===== src/rtl/mc_core_ctrl.sv =====
`default_nettype none
// ============================================================================
// Module   : mc_core_ctrl
// Purpose  : Multi-cycle RV32I core control. Owns PC, IR and instruction
//            decode, and sequences FETCH/DECODE/EXECUTE/MEM/WRITEBACK against
//            ready-handshaked instruction and data memories. Raises a sticky
//            fault on illegal opcode, misaligned control transfer or memory
//            timeout.
// Ports    : clk, reset          - clock / async active-high reset
//            imem_req/addr/ready/rdata - instruction fetch handshake
//            dmem_req/we/ready   - data access handshake
//            br_taken, pc_target - datapath branch result and PC+imm target
//            pc, instr           - architectural PC and instruction register
//            reg_wen, alu_sel, bsel, wb_sel, imm_sel, branch_type
//                                - datapath control
//            retire, fault, state - status / debug
// Revision : 1.0 - initial release
// ============================================================================
module mc_core_ctrl #(
  parameter int              XLEN        = 32,
  parameter logic [XLEN-1:0] RESET_PC    = '0,
  parameter int              MEM_TIMEOUT = 255
) (
  input  logic            clk,
  input  logic            reset,
  output logic            imem_req,
  output logic [XLEN-1:0] imem_addr,
  input  logic            imem_ready,
  input  logic [31:0]     imem_rdata,
  output logic            dmem_req,
  output logic            dmem_we,
  input  logic            dmem_ready,
  input  logic            br_taken,
  input  logic [XLEN-1:0] pc_target,
  output logic [XLEN-1:0] pc,
  output logic [31:0]     instr,
  output logic            reg_wen,
  output logic [3:0]      alu_sel,
  output logic            bsel,
  output logic [1:0]      wb_sel,
  output logic [2:0]      imm_sel,
  output logic [2:0]      branch_type,
  output logic            retire,
  output logic            fault,
  output logic [2:0]      state
);

  localparam logic [6:0] c_OP_R      = 7'b0110011;
  localparam logic [6:0] c_OP_I      = 7'b0010011;
  localparam logic [6:0] c_OP_LOAD   = 7'b0000011;
  localparam logic [6:0] c_OP_STORE  = 7'b0100011;
  localparam logic [6:0] c_OP_BRANCH = 7'b1100011;
  localparam logic [6:0] c_OP_JAL    = 7'b1101111;
  localparam logic [6:0] c_OP_LUI    = 7'b0110111;

  localparam int                 c_CNT_W   = $clog2(MEM_TIMEOUT + 1);
  localparam logic [c_CNT_W-1:0] c_TIMEOUT = c_CNT_W'(MEM_TIMEOUT);
  localparam logic [c_CNT_W-1:0] c_CNT_ONE = c_CNT_W'(1);

  typedef enum logic [2:0] {
    S_FETCH   = 3'd0,
    S_DECODE  = 3'd1,
    S_EXECUTE = 3'd2,
    S_MEM     = 3'd3,
    S_WB      = 3'd4,
    S_TRAP    = 3'd7
  } state_t;

  state_t             r_state;
  state_t             w_state_nxt;
  logic [XLEN-1:0]    r_pc;
  logic [XLEN-1:0]    w_pc_nxt;
  logic [31:0]        r_instr;
  logic               w_instr_ld;
  logic [c_CNT_W-1:0] r_wait_cnt;
  logic [c_CNT_W-1:0] w_wait_nxt;
  logic               r_fault;
  logic               w_imem_req;
  logic               w_dmem_req;
  logic               w_reg_wen;
  logic               w_retire;

  // Instruction fields and opcode class
  logic [6:0]      w_op;
  logic [2:0]      w_f3;
  logic            w_f7b5;
  logic            w_is_r, w_is_i, w_is_load, w_is_store;
  logic            w_is_branch, w_is_jal, w_is_lui, w_legal;
  logic [XLEN-1:0] w_pc_plus4;
  logic            w_tgt_misaligned;
  logic            w_wait_expired;
  logic            w_dec_valid;

  assign w_op        = r_instr[6:0];
  assign w_f3        = r_instr[14:12];
  assign w_f7b5      = r_instr[30];
  assign w_is_r      = (w_op == c_OP_R);
  assign w_is_i      = (w_op == c_OP_I);
  assign w_is_load   = (w_op == c_OP_LOAD);
  assign w_is_store  = (w_op == c_OP_STORE);
  assign w_is_branch = (w_op == c_OP_BRANCH);
  assign w_is_jal    = (w_op == c_OP_JAL);
  assign w_is_lui    = (w_op == c_OP_LUI);
  assign w_legal     = w_is_r | w_is_i | w_is_load | w_is_store |
                       w_is_branch | w_is_jal | w_is_lui;

  // Wraps naturally at XLEN bits
  assign w_pc_plus4       = r_pc + XLEN'(4);
  assign w_tgt_misaligned = (pc_target[1:0] != 2'b00);
  assign w_wait_expired   = (r_wait_cnt == c_TIMEOUT);

  // --------------------------------------------------------------------------
  // State register
  // --------------------------------------------------------------------------
  always_ff @(posedge clk or posedge reset) begin
    if (reset) begin
      r_state    <= S_FETCH;
      r_pc       <= RESET_PC;
      r_instr    <= '0;
      r_wait_cnt <= '0;
      r_fault    <= 1'b0;
    end else begin
      r_state    <= w_state_nxt;
      r_pc       <= w_pc_nxt;
      r_wait_cnt <= w_wait_nxt;
      if (w_instr_ld) begin
        r_instr <= imem_rdata;
      end
      if (w_state_nxt == S_TRAP) begin
        r_fault <= 1'b1;
      end
    end
  end

  // --------------------------------------------------------------------------
  // Next-state and sequencing outputs
  // --------------------------------------------------------------------------
  always_comb begin
    w_state_nxt = r_state;
    w_pc_nxt    = r_pc;
    w_instr_ld  = 1'b0;
    w_wait_nxt  = '0;          // any state exit clears the wait counter
    w_imem_req  = 1'b0;
    w_dmem_req  = 1'b0;
    w_reg_wen   = 1'b0;
    w_retire    = 1'b0;
    case (r_state)
      S_FETCH: begin
        w_imem_req = 1'b1;
        // A ready arriving on the expiry cycle still completes the fetch
        if (imem_ready) begin
          w_instr_ld  = 1'b1;
          w_state_nxt = S_DECODE;
        end else if (w_wait_expired) begin
          w_state_nxt = S_TRAP;
        end else begin
          w_wait_nxt = r_wait_cnt + c_CNT_ONE;
        end
      end
      S_DECODE: begin
        w_state_nxt = w_legal ? S_EXECUTE : S_TRAP;
      end
      S_EXECUTE: begin
        if (w_is_branch) begin
          if (br_taken && w_tgt_misaligned) begin
            w_state_nxt = S_TRAP;
          end else begin
            w_pc_nxt    = br_taken ? pc_target : w_pc_plus4;
            w_retire    = 1'b1;
            w_state_nxt = S_FETCH;
          end
        end else if (w_is_load || w_is_store) begin
          w_state_nxt = S_MEM;
        end else if (w_is_jal && w_tgt_misaligned) begin
          // Trap here so a bad JAL never reaches the register write
          w_state_nxt = S_TRAP;
        end else begin
          w_state_nxt = S_WB;
        end
      end
      S_MEM: begin
        w_dmem_req = 1'b1;
        if (dmem_ready) begin
          if (w_is_store) begin
            w_pc_nxt    = w_pc_plus4;
            w_retire    = 1'b1;
            w_state_nxt = S_FETCH;
          end else begin
            w_state_nxt = S_WB;
          end
        end else if (w_wait_expired) begin
          w_state_nxt = S_TRAP;
        end else begin
          w_wait_nxt = r_wait_cnt + c_CNT_ONE;
        end
      end
      S_WB: begin
        w_reg_wen   = 1'b1;
        w_pc_nxt    = w_is_jal ? pc_target : w_pc_plus4;
        w_retire    = 1'b1;
        w_state_nxt = S_FETCH;
      end
      S_TRAP: begin
        w_state_nxt = S_TRAP;
      end
      default: begin
        w_state_nxt = S_TRAP;
      end
    endcase
  end

  // --------------------------------------------------------------------------
  // Decode outputs, held from DECODE through WRITEBACK
  // --------------------------------------------------------------------------
  assign w_dec_valid = (r_state == S_DECODE) || (r_state == S_EXECUTE) ||
                       (r_state == S_MEM)    || (r_state == S_WB);

  always_comb begin
    alu_sel     = 4'b0000;
    bsel        = 1'b0;
    wb_sel      = 2'b00;
    imm_sel     = 3'b000;
    branch_type = 3'b000;
    if (w_dec_valid) begin
      branch_type = 3'b010;
      case (w_op)
        c_OP_R: begin
          alu_sel = {w_f7b5, w_f3};
        end
        c_OP_I: begin
          // Only the shift-right encoding uses funct7[5] (SRLI vs SRAI)
          alu_sel = {(w_f3 == 3'b101) & w_f7b5, w_f3};
          bsel    = 1'b1;
        end
        c_OP_LOAD: begin
          bsel   = 1'b1;
          wb_sel = 2'b01;
        end
        c_OP_STORE: begin
          bsel    = 1'b1;
          imm_sel = 3'b001;
        end
        c_OP_BRANCH: begin
          imm_sel     = 3'b010;
          branch_type = w_f3;
        end
        c_OP_JAL: begin
          bsel    = 1'b1;
          wb_sel  = 2'b10;
          imm_sel = 3'b100;
        end
        c_OP_LUI: begin
          alu_sel = 4'b1111;
          bsel    = 1'b1;
          imm_sel = 3'b011;
        end
        default: begin
          branch_type = 3'b010;
        end
      endcase
    end
  end

  // The reset term drops a fetch request the moment reset asserts, since the
  // FSM itself sits in FETCH throughout reset.
  assign imem_req  = w_imem_req & ~reset;
  assign imem_addr = r_pc;
  assign dmem_req  = w_dmem_req;
  assign dmem_we   = w_dmem_req & w_is_store;
  assign reg_wen   = w_reg_wen;
  assign retire    = w_retire;
  assign pc        = r_pc;
  assign instr     = r_instr;
  assign fault     = r_fault;
  assign state     = r_state;

endmodule
`default_nettype wire


===== config.mk =====
export PLATFORM = sky130hd
export DESIGN_NAME = mc_core_ctrl
export DESIGN_NICKNAME = d
export VERILOG_FILES = /design/src/rtl/mc_core_ctrl.sv
export SDC_FILE = /design/constraint.sdc
export NUM_CORES = 1
export LEC_CHECK = 0
export ABC_AREA = 1
export CAP_MARGIN = 20
export CORE_MARGIN = 3
export CORE_UTILIZATION = 44
export DETAILED_ROUTE_END_ITERATION = 12
export PLACE_DENSITY = 0.81
export SLEW_MARGIN = 10
export SYNTH_ARGS = -nofsm -noshare
export SYNTH_HDL_FRONTEND = slang
export SYNTH_SLANG_ARGS = --single-unit

===== constraint.sdc =====
create_clock -name clk -period 3.2 [get_ports clk]
set_clock_uncertainty 0.15 [all_clocks]
set_input_delay 0.8 -clock clk [delete_from_list [all_inputs] [get_ports clk]]
set_output_delay 0.8 -clock clk [all_outputs]
set_load 0.02 [all_outputs]

Word level (Yosys, flattened, before mapping)
Cells that the tools add are included.

cells by class
  bitwise gates (word level) = 10
  reductions and logical operators = 11
  multiplexer cells = 41
  eq/ne operators = 18
  add/sub/neg operators = 2

operators by type and width
  kind                     number
  $mux W32                 6
  $pmux W32 S3             1
  $mux W3                  11
  $add A32 B3 Y32 const B  1
  $mux W8                  3
  $eq A7 B6 Y1 const B     3
  $pmux W8 S2              1
  $pmux W3 S5              1
  $eq A7 B7 Y1 const B     2
  $pmux W3 S4              1
  $pmux W4 S3              1
  $mux W1                  11
  $eq A3 B3 Y1 const B     3
  $add A8 B1 Y8 const B    1
  $eq A8 B8 Y1 const B     1
  $ne A2 B2 Y1 const B     4
  $eq A7 B2 Y1 const B     1
  $eq A7 B5 Y1 const B     1
  $eq A3 B2 Y1 const B     2
  $or A1 B1 Y1             6
  $reduce_and A5 Y1        1
  $reduce_or A5 Y1         1
  $logic_or A1 B1 Y1       4
  $mux W2                  2
  other kinds (10)         13

word-level totals
  output and inout bits = 118
  logic and storage cells = 87
  register bits = 76
  input port bits = 69

Depth between registers and ports, before layout
Gate-level depths: netlist of the first run.

  depth in word-level cells = 10
  mapped depth = 12
  mapped depth without buffers = 11

Least setup slack after synthesis of the first run
No wires, ideal clock.

  kind = register to output
  from = register r_state[1], in the netlist state[1]
  to = output branch_type[0]
  arrival = 1.891 ns
  stages on the path, launching flop included = 8
  setup slack = 0.359 ns
  buffers on the path = 0
  data required time = 2.250 ns
  path through = dfrtp_1 nor2_1 nand2_1 inv_1 nor2_1 o21ai_0 inv_1 nor3_1

on the way
  cells in the longest elaborated chain, start to end = 5
  elaborated cells on any way between the ends = 8
  those cells by class = 4 x eq/ne; 1 x mux; 3 x reduce/logical

ends and longest elaborated chain
  what                                                 RTL line  text
  start, declared                                      69        state_t r_state;
  start signal, assigned                               123       r_state <= w_state_nxt;
  $eq A3 B1 Y1 / $eq A3 B2 Y1 (equally long branches)  215       assign w_dec_valid = (r_state == S_DECODE) || (r_state == S_EXECUTE) ||
  $logic_or A1 B1 Y1 (2 in series)                     215
  $logic_or A1 B1 Y1 (*)                               216       (r_state == S_MEM) || (r_state == S_WB);
  $mux W3 (*)                                          224       if (w_dec_valid) begin
  end, declared                                        42        output logic [2:0] branch_type,

Mark *: on every way between the ends. The rest lies on a longest branch, timed or not.

Final worst setup path of the first run
  from = input pc_target[1]
  to = output retire

on the way
  cells in the longest elaborated chain, start to end = 5

ends and longest elaborated chain
  what                 RTL line  text
  start, declared      34        input logic [XLEN-1:0] pc_target,
  $reduce_bool A2 Y1   109       assign w_tgt_misaligned = (pc_target[1:0] != 2'b00);
  $logic_and A1 B1 Y1  165       if (br_taken && w_tgt_misaligned) begin
  $mux W1              165
  $mux W1              164       if (w_is_branch) begin
  $pmux W1 S3          147       case (r_state)
  end, declared        43        output logic retire,

No other way between the ends.

==> impl_metrics.py, run 1 <==
metrics = {
    "grt": {
        "busiest_layer": "met2",
        "use_met1_pct": 26.68,
        "grt_overflow": 0,
        "antenna_found_initial": 0,
        "grt_pass1_wl_um": 21520,
        "grt_max_degree": 56,
        "grt_pass1_vias": 4579,
        "track_usage_pct": 22.81,
        "gr-usage-met3_pct": 7.934,
        "grt_util_met2_pct": 38.68,
    },
    "synthesis": {
        "yosysTopAreaCell": "dfrtp_1",
        "synthArstFlopShare_pct": 100.0,
        "synth-seq-cells": 76,
        "synth_nets": 708,
        "synth.area.top_cells": "dfrtp_1 41%, nand2_1 13%, nor2_1 7.6%, mux2_2 5.8%, buf_4 5.6%",
        "muxShareOfSynthArea_pct": 5.760,
        "synth_compound_area_share_pct": 8.640,
        "ys_types": 32,
        "ys.flop_type": "dfrtp_1",
        "avgSynthCellArea_um2": 7.366,
        "synth_simple_gate_area_share_pct": 29.68,
        "synthCells": 637,
        "synth_fa_ha_area_share_pct": 0.5333,
        "ys_warn_count": 0,
        "synth_top_family_by_area": "simple AND/OR/NAND/NOR gates",
        "synth-edff-count": 0,
        "synth_area_mm2": 0.004692,
        "ys_seq_area_share_pct": 40.53,
        "synth_xor_area_share_pct": 2.053,
        "synthDominantCellAreaShare_pct": 40.53,
    },
    "cts": {
        "clockBufferDepth": 2,
        "cts_buffers": 9,
        "cts_root_buf": "clkbuf_8",
        "htreeDepth": 3,
        "clock_latency_ns": 0.35,
        "cts_tree": "built",
        "clk_pin_slew_worst_paths_ns": 0.09,
        "cts.sinks": 76,
    },
    "drt": {
        "drt_wl_total_um": 13510,
        "vias": 4760,
        "ant_nets": 0,
        "drt_iter0_markers": 229,
        "detail_route.first_pass.iterations": 7,
        "drc": 0,
        "wl_per_cell_um": 14.39,
        "viasPerCell": 5.069,
    },
    "setup_path": {
        "crit_slowest_cell": "clkdlybuf4s50_1",
        "critPathMaxFanout": 2,
        "cp_cell_sequence": "clkdlybuf4s50_1 -> inv_1 -> nand2_1 -> nand2_1 -> nand4_1 -> nand3_2 -> dlygate4sd2_1",
        "crit_arrival_ns": 2.13,
        "startpoint_type": "input pin",
        "crit_family": "buffers and inverters",
        "cp.required_ns": 2.25,
        "path_class": "in2out",
        "cpPeakStageDelay_ns": 0.48,
        "end_kind": "primary output",
        "path_buf_inv": 3,
        "path_common_cell": "nand2_1",
    },
    "run_status": {
        "status": "completed",
    },
    "sta": {
        "timing.fmax_ghz": 0.3244,
        "setup_viol": 0,
        "tightest_slew_ns": 0.5381,
        "maxSlewHeadroom_pct": 64.13,
        "rsz0062_at_grt": "false",
        "drv_slew": 0,
        "period_needed_ns": 3.083,
        "hold_violations": 0,
        "final.period_utilization_pct": 96.33,
        "tns_ns": 0,
    },
    "layout": {
        "fillerInstances": 911,
        "fin_nets": 869,
        "area_growth_pct": 42.51,
        "drive_gt1_share_pct": 9.091,
        "num_antenna_cells": 0,
    },
    "placement": {
        "numPortBuffers": 186,
        "gp_congestion": 0.9045,
        "dp_hpwl_um": 10230,
    },
    "die": {
        "fp.coreArea_mm2": 0.01037,
        "start_util_pct": 45.25,
        "dieArea_mm2": 0.01194,
        "die_h_um": 109.3,
        "rows": 37,
        "fp.dieW_um": 109.3,
        "ioPinCount": 187,
    },
    "pwr": {
        "p_per_area_mw_per_mm2": 318.6,
        "p_leak_nw": 3.183,
        "swShare_pct": 27.63,
        "internal-power_w": 0.001542,
        "clkPwrFrac_pct": 36.9,
        "p_seq_share_pct": 47.7,
        "combPwrFrac_pct": 15.4,
        "power_w": 0.002131,
        "irDropWorstVdd_uv": 193.5,
        "switching_power_w": 0.0005888,
    },
    "job": {
        "drv_cap": 0,
    },
    "min_path": {
        "hp-class": "reg2reg",
    },
}
## power groups by stage
stage	Sequential, W	Clock, W	Combinational [W]
global route	0.00102	0.000847	0.000356
CTS	0.00102	0.000806	0.000331
finish	0.00102	0.000787	0.000328
floorplan	0.00105	0	0.000147
detailed placement	0.00104	0	0.000329
global placement	0.00103	0	0.000325
## flip-flops by register name (all words and copies together), names as in the netlist
register	flops
instr	32
r_wait_cnt	8
fault	1
state	3
imem_addr	32
## final timing paths
path	from	endpoint	slack [ns]	cells past startpoint
min in group asynchronous	reset	imem_addr[3]$_DFFE_PP0P_	0.67	2
setup / recovery	pc_target[1]	retire	0.12	7
hold / removal	fault$_DFFE_PP0N_	fault$_DFFE_PP0N_	0.33	2
max in group asynchronous	reset	instr[20]$_DFFE_PP0P_	1.59	3
hold reg to reg	fault$_DFFE_PP0N_	fault$_DFFE_PP0N_	0.33	2
setup reg to reg	instr[4]$_DFFE_PP0P_	imem_addr[13]$_DFFE_PP0P_	0.63	11
## layer usage
metal  wire [um]  part of all wire (%)  up-vias
li1            -                     -     2325
met1        5251                    39     2200
met2        6603                    49      213
met3        1367                    10       22
met4         285                   2.1        0
met5           0                     0        -
## cell usage in the layout, fill, tap and decap left out, drive strengths merged, types with 3 or more instances in the layout
master | netlist | final
clkbuf | 0 | 10
inv | 68 | 70
nor2 | 101 | 101
nand3 | 43 | 43
a31oi | 3 | 3
o21ai | 30 | 30
nor3 | 11 | 11
xor2 | 9 | 9
clkdlybuf4s50 | 0 | 172
dlygate4sd2 | 0 | 12
a21oi | 39 | 39
nand4 | 11 | 11
dfrtp | 76 | 76
mux2 | 24 | 24
buf | 48 | 12
nand2 | 160 | 160
## cells by family after synthesis
| family | Yosys count |
|---|---|
| XOR/XNOR | 11 |
| flip-flops | 76 |
| AND/OR/NAND/NOR | 332 |
| AO/OA/AOI/OAI | 76 |
| multiplexers | 24 |
| buffers and inverters | 116 |
| adder cells (fa/ha/maj) | 2 |
## Yosys cell counts (all sizes together) (3+ instances only)
| cell type | number |
|---|---|
| a21oi | 39 |
| a31oi | 3 |
| buf | 48 |
| dfrtp | 76 |
| inv | 68 |
| mux2 | 24 |
| nand2 | 160 |
| nand3 | 43 |
| nand4 | 11 |
| nor2 | 101 |
| nor3 | 11 |
| o21ai | 30 |
| xor2 | 9 |
## final cells by class
type	instances	area, um^2	area share, %
repair buffers	198	1952	29.19
inverters	68	255.2	3.817
multi-input cells	445	2198	32.88
clock inverters	6	71.32	1.067
clock buffers	10	137.6	2.058
flip-flops and latches	76	1902	28.44
well taps	136	170.2	2.545
## through the flow
stage	instance area (um^2)	util [%]	worst slack [ns]	cells	hold WS (ns)
floorplan	4692	-	0.3117	637	0.2829
global placement	6479	62.48	-0.09273	922	0.2946
detailed placement	6479	62.48	-0.1293	922	0.3008
CTS	6683	64.44	0.003676	939	0.3342
global route	6686	64.48	0.02276	939	0.3602
finish	6686	64.48	0.1173	939	0.3294
## timing repair
| action | in CTS | in global routing |
|---|---|---|
| hold buffers | 0 | 0 |
| endpoints found under the hold margin | 0 | 0 |
| buffers inserted | 1 | 0 |
| resized for setup | 20 | 3 |
| endpoints found under the setup margin | 14 | 9 |
## tightest hold or removal path, delay by kind of cell (launching register included)
family | cells | cell delay (ns)
flip-flops | 1 | 0.36
buffers and inverters | 1 | 0.04
AND/OR/NAND/NOR | 1 | 0.05
No activity file was read; power rests on OpenSTA's default activity.
==> run 2: changes to the inputs <==
ABC_AREA = default   (was 1)
CORE_UTILIZATION = 43   (was 44)
RECOVER_POWER = 25   (was default)
==> run 2 against run 1 <==
Compared with the run above:
- routed wire length shrank 6.7%
- global-route usage shrank 0.99 points
- flip-flop and latch count did not move
- largest power group is now combinational cells
- critical endpoint unchanged
- design area decreased by 4.9%
==> impl_metrics.py, run 2 <==
metrics = {
    "pwr": {
        "internal-power_w": 0.002998,
        "clkPwrFrac_pct": 15.2,
        "p_seq_share_pct": 33.8,
        "p_per_area_mw_per_mm2": 811.6,
        "combPwrFrac_pct": 51.0,
        "irDropWorstVdd_uv": 427.7,
        "power_w": 0.005158,
        "swShare_pct": 41.88,
        "switching_power_w": 0.002160,
        "p_leak_nw": 2.681,
    },
    "min_path": {
        "whs_path_depth": 1,
        "hp-class": "reg2reg",
    },
    "drt": {
        "detail_route.first_pass.iterations": 4,
        "viasPerCell": 5.398,
        "vias": 4097,
        "wl_per_cell_um": 16.61,
        "drt_iter0_markers": 141,
        "drc": 0,
        "ant_nets": 0,
        "drt_wl_total_um": 12610,
    },
    "cts": {
        "post_cts_buffers": 0,
        "cts_hold_buf": 0,
        "cts.sinks": 76,
        "clock_latency_ns": 0.35,
        "clk_pin_slew_worst_paths_ns": 0.09,
        "cts_buffers": 9,
        "clockBufferDepth": 2,
        "htreeDepth": 3,
        "cts_tree": "built",
        "cts_root_buf": "clkbuf_8",
    },
    "placement": {
        "numPortBuffers": 186,
        "gp_congestion": 0.8552,
        "placedCellCount": 743,
        "placed_cell_area_mm2": 0.006141,
        "dp_hpwl_um": 9489,
    },
    "layout": {
        "utilization_pct": 66.89,
        "num_antenna_cells": 0,
        "fin_nets": 696,
        "design_area_mm2": 0.006356,
        "multi_input_area_mm2": 0.002037,
        "stdcell_count": 759,
        "fillerInstances": 776,
        "final_common_cell": "clkdlybuf4s50_1",
        "drive_gt1_share_pct": 14.44,
        "regArea_mm2": 0.001903,
        "area_growth_pct": 46.86,
        "final_cell_mix": "170 x clkdlybuf4s50_1, 75 x dfrtp_1, 46 x a21oi_1, 42 x nand2_1, 40 x nor2_1",
    },
    "die": {
        "ioPinCount": 187,
        "die_h_um": 106.3,
        "start_util_pct": 45.54,
        "fp.coreArea_mm2": 0.009503,
        "dieArea_mm2": 0.01131,
        "rows": 35,
        "fp.dieW_um": 106.3,
    },
    "synthesis": {
        "synth-seq-cells": 76,
        "ys.flop_type": "dfrtp_1",
        "synthCells": 468,
        "avgSynthCellArea_um2": 9.248,
        "synth_nets": 539,
        "yosysTopAreaCell": "dfrtp_1",
        "synth_common_cells": "76 x dfrtp_1, 46 x a21oi_1, 42 x nand2_1, 40 x nor2_1, 33 x buf_4",
        "synthDominantCellAreaShare_pct": 43.94,
        "synth-edff-count": 0,
        "synthArstFlopShare_pct": 100.0,
        "synth.area.top_cells": "dfrtp_1 44%, mux2_2 8.1%, buf_4 5.7%, a21oi_1 5.3%, nand2_1 3.6%",
        "ys_warn_count": 0,
        "yosysMostFrequentCell": "dfrtp_1",
        "ys_seq_area_share_pct": 43.94,
        "ys_types": 53,
        "synth_area_mm2": 0.004328,
    },
    "job": {
        "drv_cap": 0,
    },
    "sta": {
        "final.period_utilization_pct": 97.90,
        "hold_violations": 0,
        "timing.fmax_ghz": 0.3192,
        "rsz0062_at_grt": "false",
        "maxSlewHeadroom_pct": 2.490,
        "period_needed_ns": 3.133,
        "setup_viol": 0,
        "drv_slew": 0,
        "tightest_slew_ns": 1.455,
        "tns_ns": 0,
    },
    "setup_path": {
        "cp.required_ns": 2.25,
        "r2r_cells": 7,
        "path_class": "in2out",
        "end_kind": "primary output",
        "crit_arrival_ns": 2.18,
        "startpoint_type": "input pin",
        "critPathMaxFanout": 3,
    },
    "run_status": {
        "status": "completed",
    },
    "grt": {
        "antenna_found_initial": 0,
        "grt_pass1_vias": 4060,
        "track_usage_pct": 21.82,
        "grt_max_degree": 36,
        "grt_overflow": 0,
        "grt_pass1_wl_um": 19880,
    },
}
run 2: changes by cell type after synthesis, sizes merged, moves of 7 or more:
cell,previous run,this run
nand3,43,20
mux2,24,31
nor2,101,42
inv,68,10
o22ai,0,9
a21oi,39,54
clkbuf,0,9
nand2,160,42
and2,1,9
run 2: final timing paths:
check                                               from  slack (ns)                        end
max in group asynchronous                          reset        0.60         state[2]$_DFF_PP0_
min in group asynchronous                          reset        1.11  imem_addr[11]$_DFFE_PP0P_
worst max register to register  imem_addr[2]$_DFFE_PP0P_        0.78  imem_addr[26]$_DFFE_PP0P_
worst min-delay path                   fault$_DFFE_PP0N_        0.31          fault$_DFFE_PP0N_
worst min register to register         fault$_DFFE_PP0N_        0.31          fault$_DFFE_PP0N_
worst max-delay path                        pc_target[1]        0.07                     retire
run 2: power groups by stage:
stage               Sequential [W]  Clock, W  Combinational, W
CTS                        0.00174  0.000799           0.00265
global route               0.00181  0.000848           0.00279
detailed placement         0.00175         0           0.00264
finish                     0.00174  0.000783           0.00263
floorplan                  0.00206         0           0.00115
global placement           0.00174         0           0.00260
run 2: per-layer routing:
layer	GRT usage, %	up-vias	part of all wire (%)
met5	0	-	0
met4	7.678	0	1.4
met3	9.654	13	12
met2	35.88	182	47
met1	25.26	1943	40
li1	-	1959	-
run 2: timing repair:
item | 4_1_cts | 5_1_grt
hold endpoints to repair | 0 | 0
gates resized for setup | 11 | 13
endpoints found under the setup margin | 13 | 10
run 2: stage by stage:
| step | hold WS (ns) | worst slack (ns) |
|---|---|---|
| 6_report | 0.3146 | 0.06735 |
| 4_1_cts | 0.3203 | 0.01525 |
| 5_1_grt | 0.3504 | 0.01201 |
| 2_1_floorplan | 0.2979 | 0.2778 |
| 3_3_place_gp | 0.2975 | -0.4041 |
| 3_5_place_dp | 0.2971 | -0.4281 |
run 2: layout make-up:
cell class / instances / area share (%)
multi-input cells: 324 / 32.05
repair buffers: 204 / 31.59
flip-flops and latches: 76 / 29.94
well taps: 129 / 2.539
clock buffers: 10 / 2.165
clock inverters: 6 / 1.102
inverters: 10 / 0.6102
run 2: critical path: stages:
cell             delay, ns
clkdlybuf4s50_1       0.47
o21a_1                0.23
o31ai_2               0.18
buf_4                 0.15
a31oi_4               0.08
inv_2                 0.09
buf_2                 0.17
run 2: logic make-up after synthesis:
kind of cell / synth area share (%)
adder cells (fa/ha/maj): 0.5781
XOR/XNOR: 1.214
flip-flops: 43.94
buffers and inverters: 9.511
AND/OR/NAND/NOR: 19.28
multiplexers: 8.066
AO/OA/AOI/OAI: 17.40
